==> src/rtl/record_pkg.sv <==
// record_pkg
// Shared replay-record layout definitions. The storage backend and the
// replay unpacker both import this package, so they agree on where the
// bitmaps sit and on how long a packed unit is.
//   - RR_CHANNEL_WIDTH_BITS : width of one entry in a channel-width array
//   - rr_width_vec_t        : width array zero-extended to the max channel count
//   - layout helpers        : the bitmaps come first (logb, then loge),
//                             followed by the compacted logb payloads
//   - rr_get_len            : expected packed length for a given logb bitmap
package record_pkg;

  localparam int RR_CHANNEL_WIDTH_BITS = 8;
  localparam int RR_MAX_LOGB_CHANNELS  = 16;
  localparam int RR_WIDTH_VEC_BITS     = RR_MAX_LOGB_CHANNELS * RR_CHANNEL_WIDTH_BITS;

  typedef logic [RR_WIDTH_VEC_BITS-1:0] rr_width_vec_t;

  typedef enum logic {
    ST_EMPTY = 1'b0,
    ST_HOLD  = 1'b1
  } rr_state_e;

  // The logb bitmap starts at bit 0 and the loge bitmap follows it directly.
  localparam int RR_LOGB_BITMAP_LSB = 0;

  function automatic int rr_loge_bitmap_lsb(input int logb_cnt);
    return RR_LOGB_BITMAP_LSB + logb_cnt;
  endfunction

  function automatic int rr_payload_lsb(input int logb_cnt, input int loge_cnt);
    return RR_LOGB_BITMAP_LSB + logb_cnt + loge_cnt;
  endfunction

  function automatic int rr_width_of(input rr_width_vec_t widths, input int idx);
    return int'(widths[idx*RR_CHANNEL_WIDTH_BITS +: RR_CHANNEL_WIDTH_BITS]);
  endfunction

  // Gives the bit position of lane idx in the fixed-offset output bus. This is
  // the sum of the widths of all lower-indexed channels.
  function automatic int rr_lane_lsb(input rr_width_vec_t widths, input int idx);
    int sum;
    sum = 0;
    for (int i = 0; i < RR_MAX_LOGB_CHANNELS; i++) begin
      if (i < idx) sum += rr_width_of(widths, i);
    end
    return sum;
  endfunction

  // Gives the packed length of a unit: both bitmaps plus the payload of every
  // logb channel that is flagged.
  function automatic int rr_get_len(input rr_width_vec_t widths, input int logb_cnt,
                                    input int loge_cnt,
                                    input logic [RR_MAX_LOGB_CHANNELS-1:0] logb_bits);
    int sum;
    sum = logb_cnt + loge_cnt;
    for (int i = 0; i < RR_MAX_LOGB_CHANNELS; i++) begin
      if ((i < logb_cnt) && logb_bits[i]) sum += rr_width_of(widths, i);
    end
    return sum;
  endfunction

endpackage

==> src/rtl/rr_unpack_offsets.sv <==
// rr_unpack_offsets
// Decodes the bitmaps of one packed replay unit. It forms the start offset of
// each compacted logb payload as a combinational prefix sum over the logb
// bitmap. It then extracts every payload into its fixed lane.
//   data      in  FULL_WIDTH   packed unit (bitmaps first, then payloads)
//   logb_bits out  LOGB_CNT    logb valid bitmap
//   loge_bits out  LOGE_CNT    loge valid bitmap
//   lanes     out  LANE_WIDTH  payload i at rr_lane_lsb(WIDTHS, i); a lane is
//                              meaningless when its bitmap bit is clear
module rr_unpack_offsets
  import record_pkg::*;
#(
  parameter int            LOGB_CNT     = 3,
  parameter int            LOGE_CNT     = 2,
  parameter rr_width_vec_t WIDTHS       = rr_width_vec_t'({8'd32, 8'd16, 8'd8}),
  parameter int            LANE_WIDTH   = 56,
  parameter int            FULL_WIDTH   = 61,
  parameter int            OFFSET_WIDTH = 6
) (
  input  logic [FULL_WIDTH-1:0] data,
  output logic [LOGB_CNT-1:0]   logb_bits,
  output logic [LOGE_CNT-1:0]   loge_bits,
  output logic [LANE_WIDTH-1:0] lanes
);

  localparam int LOGE_LSB    = rr_loge_bitmap_lsb(LOGB_CNT);
  localparam int PAYLOAD_LSB = rr_payload_lsb(LOGB_CNT, LOGE_CNT);

  // offs[i] is the position in data where the payload of channel i would start.
  logic [LOGB_CNT-1:0][OFFSET_WIDTH-1:0] offs;

  assign logb_bits = data[RR_LOGB_BITMAP_LSB +: LOGB_CNT];
  assign loge_bits = data[LOGE_LSB +: LOGE_CNT];
  assign offs[0]   = OFFSET_WIDTH'(PAYLOAD_LSB);

  generate
    for (genvar gi = 0; gi < LOGB_CNT; gi++) begin : g_lane
      localparam int W  = rr_width_of(WIDTHS, gi);
      localparam int LO = rr_lane_lsb(WIDTHS, gi);

      // The truncating cast keeps the low W bits of the shifted unit.
      assign lanes[LO +: W] = W'(data >> offs[gi]);

      // The next payload starts after this one only if this channel is present.
      if (gi + 1 < LOGB_CNT) begin : g_next
        assign offs[gi+1] = offs[gi] + (logb_bits[gi] ? OFFSET_WIDTH'(W) : '0);
      end
    end
  endgenerate

endmodule

==> src/rtl/rr_replay_unpacker.sv <==
// rr_replay_unpacker
// Accepts one packed replay unit at a time. It splits the unit into
// per-channel logb payload lanes and loge events, and holds the unit until
// every flagged channel has handshaken.
//   clk, rst                 clock, asynchronous active-high reset
//   in_valid/in_ready        replay unit handshake
//   in_data, in_len          packed unit and the number of bits it uses
//   logb_valid/logb_ready    per-channel payload handshake
//   logb_data                fixed-offset payload lanes
//   loge_valid/loge_ready    per-channel end-event handshake
//   len_err                  sticky: in_len disagreed with the decoded length
//   unit_cnt                 units fully retired (wraps)
module rr_replay_unpacker
  import record_pkg::*;
#(
  parameter int LOGB_CHANNEL_CNT = 3,
  parameter int LOGE_CHANNEL_CNT = 2,
  parameter logic [LOGB_CHANNEL_CNT*RR_CHANNEL_WIDTH_BITS-1:0] CHANNEL_WIDTHS =
    {8'd32, 8'd16, 8'd8},
  parameter int REPLAY_FULL_WIDTH = 61,
  localparam rr_width_vec_t WIDTHS_EXT = rr_width_vec_t'(CHANNEL_WIDTHS),
  localparam int LANE_WIDTH   = rr_lane_lsb(WIDTHS_EXT, LOGB_CHANNEL_CNT),
  localparam int FULL_WIDTH   = LANE_WIDTH + LOGB_CHANNEL_CNT + LOGE_CHANNEL_CNT,
  localparam int OFFSET_WIDTH = $clog2(FULL_WIDTH + 1)
) (
  input  logic                        clk,
  input  logic                        rst,
  input  logic                        in_valid,
  output logic                        in_ready,
  input  logic [FULL_WIDTH-1:0]       in_data,
  input  logic [OFFSET_WIDTH-1:0]     in_len,
  output logic [LOGB_CHANNEL_CNT-1:0] logb_valid,
  input  logic [LOGB_CHANNEL_CNT-1:0] logb_ready,
  output logic [LANE_WIDTH-1:0]       logb_data,
  output logic [LOGE_CHANNEL_CNT-1:0] loge_valid,
  input  logic [LOGE_CHANNEL_CNT-1:0] loge_ready,
  output logic                        len_err,
  output logic [63:0]                 unit_cnt
);

  generate
    if (FULL_WIDTH != REPLAY_FULL_WIDTH) begin : g_width_check
      $error("rr_replay_unpacker: derived FULL_WIDTH does not match the replay bus");
    end
  endgenerate

  rr_state_e                   state_reg, state_next;
  logic [LOGB_CHANNEL_CNT-1:0] pending_b_reg, pending_b_next;
  logic [LOGE_CHANNEL_CNT-1:0] pending_e_reg, pending_e_next;
  logic [LANE_WIDTH-1:0]       lanes_reg, lanes_next;
  logic                        len_err_reg, len_err_next;
  logic [63:0]                 unit_cnt_reg, unit_cnt_next;

  logic [LOGB_CHANNEL_CNT-1:0] dec_logb;
  logic [LOGE_CHANNEL_CNT-1:0] dec_loge;
  logic [LANE_WIDTH-1:0]       dec_lanes;
  logic [OFFSET_WIDTH-1:0]     exp_len;
  logic                        retiring;
  logic                        accept;
  logic                        empty_unit;

  rr_unpack_offsets #(
    .LOGB_CNT    (LOGB_CHANNEL_CNT),
    .LOGE_CNT    (LOGE_CHANNEL_CNT),
    .WIDTHS      (WIDTHS_EXT),
    .LANE_WIDTH  (LANE_WIDTH),
    .FULL_WIDTH  (FULL_WIDTH),
    .OFFSET_WIDTH(OFFSET_WIDTH)
  ) u_offsets (
    .data     (in_data),
    .logb_bits(dec_logb),
    .loge_bits(dec_loge),
    .lanes    (dec_lanes)
  );

  // Uses the shared length function so this check matches what the backend wrote.
  assign exp_len = OFFSET_WIDTH'(rr_get_len(WIDTHS_EXT, LOGB_CHANNEL_CNT, LOGE_CHANNEL_CNT,
                                            RR_MAX_LOGB_CHANNELS'(dec_logb)));

  assign logb_valid = pending_b_reg;
  assign loge_valid = pending_e_reg;
  assign logb_data  = lanes_reg;
  assign len_err    = len_err_reg;
  assign unit_cnt   = unit_cnt_reg;

  always_comb begin
    state_next     = state_reg;
    pending_b_next = pending_b_reg & ~logb_ready;
    pending_e_next = pending_e_reg & ~loge_ready;
    lanes_next     = lanes_reg;
    len_err_next   = len_err_reg;

    // The unit retires once every outstanding bit either handshakes now or has already cleared.
    retiring   = (state_reg == ST_HOLD) &&
                 ((pending_b_reg & ~logb_ready) == '0) &&
                 ((pending_e_reg & ~loge_ready) == '0);
    in_ready   = !rst && ((state_reg == ST_EMPTY) || retiring);
    accept     = in_valid && in_ready;
    empty_unit = accept && (dec_logb == '0) && (dec_loge == '0);

    if (retiring) state_next = ST_EMPTY;

    if (accept) begin
      pending_b_next = dec_logb;
      pending_e_next = dec_loge;
      lanes_next     = dec_lanes;
      // A unit with both bitmaps empty completes on acceptance and never enters HOLD.
      state_next     = empty_unit ? ST_EMPTY : ST_HOLD;
      if (in_len != exp_len) len_err_next = 1'b1;
    end

    // An old unit can retire in the same cycle that an empty unit is accepted,
    // so both can count together.
    unit_cnt_next = unit_cnt_reg + 64'(retiring) + 64'(empty_unit);
  end

  always_ff @(posedge clk or posedge rst) begin
    if (rst) begin
      state_reg     <= ST_EMPTY;
      pending_b_reg <= '0;
      pending_e_reg <= '0;
      lanes_reg     <= '0;
      len_err_reg   <= 1'b0;
      unit_cnt_reg  <= '0;
    end else begin
      state_reg     <= state_next;
      pending_b_reg <= pending_b_next;
      pending_e_reg <= pending_e_next;
      lanes_reg     <= lanes_next;
      len_err_reg   <= len_err_next;
      unit_cnt_reg  <= unit_cnt_next;
    end
  end

endmodule

==> config.mk <==
export PLATFORM = sky130hd
export DESIGN_NAME = rr_replay_unpacker
export DESIGN_NICKNAME = d
export VERILOG_FILES = /design/src/rtl/record_pkg.sv /design/src/rtl/rr_unpack_offsets.sv /design/src/rtl/rr_replay_unpacker.sv
export SDC_FILE = /design/constraint.sdc
export NUM_CORES = 1
export LEC_CHECK = 0
export ABC_CLOCK_PERIOD_IN_PS = 5500
export BUFFER_PORTS_ARGS = -buffer_cell sky130_fd_sc_hd__buf_2
export CAP_MARGIN = 0
export CORE_ASPECT_RATIO = 0.8
export CORE_MARGIN = 2
export CORE_UTILIZATION = 55
export CTS_CLUSTER_DIAMETER = 200
export DETAILED_ROUTE_END_ITERATION = 12
export PLACE_DENSITY_LB_ADDON = 0.1
export SLEW_MARGIN = 20
export SYNTH_ARGS = -nofsm -noshare
export SYNTH_HDL_FRONTEND = slang
export SYNTH_SLANG_ARGS = --single-unit
==> constraint.sdc <==
create_clock -name clk -period 5.5 [get_ports clk]
set_input_delay 0.55 -clock clk [delete_from_list [all_inputs] [get_ports clk]]
set_output_delay 0.55 -clock clk [all_outputs]
set_load 0.02 [all_outputs]
# Word level (Yosys, flattened, before mapping)
# Cells that the tools add are included.
# totals
wordCells,44
register_bits,127
# op_classes
add_sub_neg,6
muxes,10
bitwise_logic,5
n_shift,2
eq_ne,1
reduce_logical,14
# ops
operator,count
adder 64 x 1 -> 64 bit,2
right shift 61 x 6 -> 16 bit,1
right shift 61 x 6 -> 32 bit,1
two-way mux 6 bit,2
two-way mux 4 bit,2
"adder 3 x 6 -> 6 bit, first input constant",1
"adder 4 x 5 -> 6 bit, second input constant",1
adder 6 bit,1
"adder 6 bit, second input constant",1
logical AND 1 bit,6
zero test 3 bit,2
inequality test 6 bit,1
two-way mux 5 bit,1
zero test 2 bit,2
bitwise AND 3 bit,1
two-way mux 1 bit,3
two-way mux 3 bit,1
inverter 3 bit,1
bitwise AND 2 bit,1
two-way mux 2 bit,1
inverter 2 bit,1
AND reduction 2 bit,1
nonzero test 2 bit,1
zero test 1 bit,1
2 further kinds,2

# Longest topological paths before layout
# logic_depth
ltp_word,12
ltp_mapped,13

# Hierarchy
# From an unflattened synthesis, not the netlist that was laid out.
# hier_totals
cells_unflattened,501
area_unflattened_um2,6521.3
# by_module_without_submodules
mod,cells_each,area_each_um2,instances
rr_replay_unpacker,431,5406.4,1
rr_unpack_offsets,70,1114.8,1

# Worst setup path after synthesis
# OpenSTA, ideal clock, no wires.
# synth_path
kind,input -> register
from,in rst
to,"reg unit_cnt_reg[59], in the netlist unit_cnt[59]"
stages,11
path_buffers,2
setup_slack_ps,-64
required_ps,5370
arrival_ps,5434
cell_sequence,inv_1 > and2_1 > nand3_1 > fa_1 > nor2b_1 > and4_1 > clkbuf_1 > and4_4 > buf_6 > nand4_1 > xnor2_1
# synth_between
elab_chain_len,6
# synth_rtl
element,line_no,source
from (decl),rr_replay_unpacker.sv:27,"input logic rst,"
zero test 1 bit (no line),--,
logical AND 1 bit,rr_replay_unpacker.sv:97,in_ready = !rst && ((state_reg == ST_EMPTY) || retiring);
named net in_ready,rr_replay_unpacker.sv:29,"output logic in_ready,"
logical AND 1 bit,rr_replay_unpacker.sv:98,accept = in_valid && in_ready;
logical AND 1 bit (2 in a row),rr_replay_unpacker.sv:99,empty_unit = accept && (dec_logb == '0) && (dec_loge == '0);
adder 64 x 1 -> 64 bit,rr_replay_unpacker.sv:114,unit_cnt_next = unit_cnt_reg + 64'(retiring) + 64'(empty_unit);
named net unit_cnt_next[59],rr_replay_unpacker.sv:52,"logic [63:0] unit_cnt_reg, unit_cnt_next;"
to (signal assigned),rr_replay_unpacker.sv:131,unit_cnt_reg <= unit_cnt_next;
to (decl),rr_replay_unpacker.sv:52,
# The timed path passes the listed nets, and every way through them passes these cells.
# A chain may end at the register's enable or synchronous reset.

# Worst setup path after layout
# layout_path
from,"reg pending_b_reg[1], in the netlist logb_valid[1]"
to,"reg unit_cnt_reg[62], in the netlist unit_cnt[62]"
# layout_between
elab_chain_len,10
# layout_rtl
element,line_no,source
from (decl),rr_replay_unpacker.sv:48,"logic [LOGB_CHANNEL_CNT-1:0] pending_b_reg, pending_b_next;"
from (signal assigned),rr_replay_unpacker.sv:127,pending_b_reg <= pending_b_next;
bitwise AND 3 bit (*),rr_replay_unpacker.sv:95,((pending_b_reg & ~logb_ready) == '0) &&
zero test 3 bit (*),rr_replay_unpacker.sv:95,
logical AND 1 bit (*),rr_replay_unpacker.sv:94,retiring = (state_reg == ST_HOLD) &&
logical AND 1 bit (*),rr_replay_unpacker.sv:95,
branches (longest 5 deep; another with adder 64 x 1 -> 64 bit),--,
adder 64 x 1 -> 64 bit (*),rr_replay_unpacker.sv:114,
named net unit_cnt_next[62],rr_replay_unpacker.sv:52,
# Mark *: on every way through the listed nets, which the timed path passes.

==> reports/qor_table.md <==
| Stage | Item | This run |
|---|---|---|
| grt | Vias in the first global route | 4,904 |
| floorplanning | Effective utilization at floorplan | 56.93% |
| run status | Outcome | finished clean |
| cells and area | Proportion of layout cells with a drive suffix above 1 | 41.33% |
| sta | Final sum of negative setup slack | 0 ns |
| sta | Clock Skew | 0.007669 ns |
| cts | Hold buffers post-CTS | 0 |
| yosys | Syn Std Cell Area | 6248 um2 |
| yosys | Top area cells in the synthesized netlist | dfrtp_1 (51%), mux2_2 (13%), xnor2_1 (4.9%), xor2_1 (4.2%), mux2i_1 (4.2%) |
| yosys | Synthesis Warnings | 0 |
| power and ir drop | Sequential cell fraction of total power | 38.8% |
| cells and area | Share of the core filled with cells in the final layout | 72.98% |
| cells and area | Number of flip-flops in the largest register | 64 |
| yosys | Ranking of synthesized cells by instance count | dfrtp_1 (127), mux2_2 (73), nor2_1 (37) |
| power and ir drop | Cell-internal power | 0.002061 W |
| min path | Type of the tightest min-delay check | in -> reg |
| yosys | Register area share after synthesis | 50.86% |
| worst setup path | Timing startpoint of the critical path | logb_valid[1] |
| worst setup path | Startpoint-to-endpoint class of the critical path | reg -> reg |
| power and ir drop | Logic pwr share | 20.1% |
| floorplanning | Placeable core area | 10,980 um2 |
| yosys | Share of async-settable or async-resettable flops after synthesis | 100.0% |
| floorplanning | Area of the die | 12,240 um2 |
| drt | Post-route DRC violation count | 0 |
| worst setup path | Critical path data arrival time | 3.85 ns |
| cts | Inserted Clock Buffers | 17 |
| sta | Relative max-transition margin | 37.33% |
| worst setup path | Type of origin of the critical path | flop |
| cells and area | Total Nets Final | 831 |
| power and ir drop | Pwr/cell area | 364.2 nW/um2 |
| cts | Clock latency at the later pin of the worst-skew pair | 0.42 ns |
| sta | Setup repair after global routing missed its margin | no |
| drt | First-pass DRT Iterations | 4 |
| cts | Maximum clock insertion buffer count | 2 |
| floorplanning | I/O pin count | 202 |
| grt | Remaining global-route overflow | 0 |
| sta | Maximum operating frequency | 284.5 MHz |
| sta | Count of final max-slew check failures | 0 |
| worst setup path | Endpoint class of the critical path | flop |
| yosys | Area fraction of the dominant cell type after synthesis | 50.86% |
| cts | Root Buffer Master | clkbuf_16 |
| yosys | Net count after synthesis | 629 |
| grt | First-pass GRT wire length | 25,820 um |
| grt | Antenna violations before repair | 1 |
| yosys | Number of register bits inferred by synthesis | 127 |
| yosys | Count of flip-flops with a built-in enable after synthesis | 0 |
| place | RD Place Congestion | 0.9163 |
| sta | Setup violation total in the final timing report | 0 |
| drt | Violation count after the first detailed-routing iteration | 292 |
| yosys | Synthesized netlist cell count | 552 |
| grt | GRT Total Usage | 27.99% |
| drt | Detailed-route wire length | 16,380 um |
| cts | TritonCTS clock tree | done |
| yosys | Library cells used by synthesis | 36 |
| drt | Via density | 5.535 |
| place | Detail Placement HPWL | 11,800 um |
| job | MaxCap Viol Count | 0 |
| sta | Number of hold-slack violations in the final timing report | 0 |
| power and ir drop | Sw Pwr | 0.0008557 W |
| drt | Number of nets with antenna violations after routing | 0 |
| min path | Worst min-delay path startpoint | in_data[12] |
| floorplanning | Height of the die | 99.34 um |
| cts | Clk sink count | 127 |
| yosys | Most numerous cell in the Yosys netlist | dfrtp_1 |
| drt | Drt wl/cell | 17.98 um |
| grt | Largest net degree at the start of global routing | 74 |
| cts | H-tree depth | 4 |
| power and ir drop | Switching portion of total power | 29.33% |
| cells and area | Antenna diode count | 0 |
| yosys | Post-synthesis average cell area | 11.32 um2 |
| sta | Fin crit period | 3.515 ns |
| worst setup path | Critical R2R Launch | logb_valid[1] |
| worst setup path | Largest fanout of any net on the critical path | 10 |
| worst setup path | Data required time of the worst path | 5.84 ns |
| cts | Post-CTS Setup Bufs | 0 |
| floorplanning | Number of cell rows | 34 |
| place | Port Buffer Count | 201 |
| cts | Clock-pin slew on the worst setup and hold paths | 0.06 ns |
| sta | Worst slew pin tran | 0.9401 ns |
| yosys | Library cell occupying the most area in the post-synthesis netlist | dfrtp_1 |
| power and ir drop | Worst vdd rail ir drop | 0.0002993 V |
| cells and area | Signed area change from the synthesized netlist to the final layout | 28.19% |
| yosys | Primary flip-flop cell chosen by synthesis mapping | dfrtp_1 |
| drt | Count of vias placed by the detailed router | 5,042 |
| floorplanning | Die W | 123.2 um |
| cts | Number of resized instances in the post-cts repair step | 0 |
| power and ir drop | Leakage power summed over all cells | 4.039 nW |
| power and ir drop | Power share of the clock group | 41.1% |
| sta | Share of the cycle needed by the critical path after routing | 63.91% |
through the flow:
| stage | instance area, um2 | power (W) | hold WS [ns] | instances | setup slack, ns |
|---|---|---|---|---|---|
| 5_1_grt | 8010 | 0.003027 | 0.3822 | 911 | 1.605 |
| 2_1_floorplan | 6252 | 0.001506 | 0.5242 | 552 | 1.135 |
| 3_5_place_dp | 7382 | 0.001736 | 0.4601 | 879 | 1.814 |
| 6_report | 8010 | 0.002917 | 0.3829 | 911 | 1.985 |
| 4_1_cts | 8010 | 0.002935 | 0.3699 | 911 | 1.974 |
| 3_3_place_gp | 7382 | 0.001717 | 0.4557 | 879 | 1.999 |
final timing paths:
path | slack [ns] | to | depth (start not counted)
max | 1.98 | unit_cnt[62] | 13
min | 0.38 | logb_data[7] | 2
max reg2reg | 1.98 | unit_cnt[62] | 13
min reg2reg | 0.47 | len_err | 1
max in group asynchronous | 3.71 | logb_data[14] | 4
min in group asynchronous | 0.50 | logb_data[19] | 3
per-layer routing:
layer	share of wire [%]	GRT usage, %
met1	45	39.98
met5	0.043	0
met3	7.3	7.569
met4	2.5	11.71
met2	45	40.49
worst max-delay path, stage by stage (launching register included):
cell	delay [ns]
dfrtp_1	0.38
nand2b_1	0.12
nand4_1	0.13
o21ai_0	0.41
and2_1	0.22
nand3_1	0.09
fa_1	0.43
inv_1	0.08
ha_1	0.20
nand4_1	0.17
nor4_1	0.31
nand4_2	0.39
nor3_1	0.32
xor2_1	0.18
power groups by stage:
stage | Combinational [W] | Sequential [W] | Clock (W)
final | 0.000587 | 0.00113 | 0.00120
after global placement | 0.000580 | 0.00114 | 0
after detailed placement | 0.000589 | 0.00115 | 0
after global routing | 0.000630 | 0.00115 | 0.00125
after CTS | 0.000591 | 0.00113 | 0.00121
after floorplan | 0.000211 | 0.00129 | 0
cell usage in the layout, fill, tap and decap left out, types with 6 or more instances in the layout:
cell type  instances
mux2i_1           26
mux2_2            73
and3_1            10
dfrtp_1          127
and4_1             6
a211oi_1          13
xnor2_1           35
nor2_1            37
nor3_1            16
nand4_1           19
inv_1             14
nand2_1           26
xor2_1            30
nand3_1           27
clkbuf_16         17
nor2b_1           15
a21oi_1           29
buf_2            201
cell families after synthesis:
logic type | after synthesis | synth area share [%]
AO/OA/AOI/OAI | 45 | 4.165
XOR/XNOR | 65 | 9.111
adder cells (fa/ha/maj) | 2 | 0.5206
buffers and inverters | 37 | 2.423
flip-flops | 127 | 50.86
multiplexers | 99 | 17.32
AND/OR/NAND/NOR | 177 | 15.60
cell type report:
class,count,area (um2)
clock buffer,18,439.2
clock inverter,14,188.9
fill,825,2965
inverter,16,63.81
multi-input combinational,388,2932
sequential,127,3178
tap,144,180.2
timing repair buffer,204,1028
No activity file was read; power rests on OpenSTA's default activity.
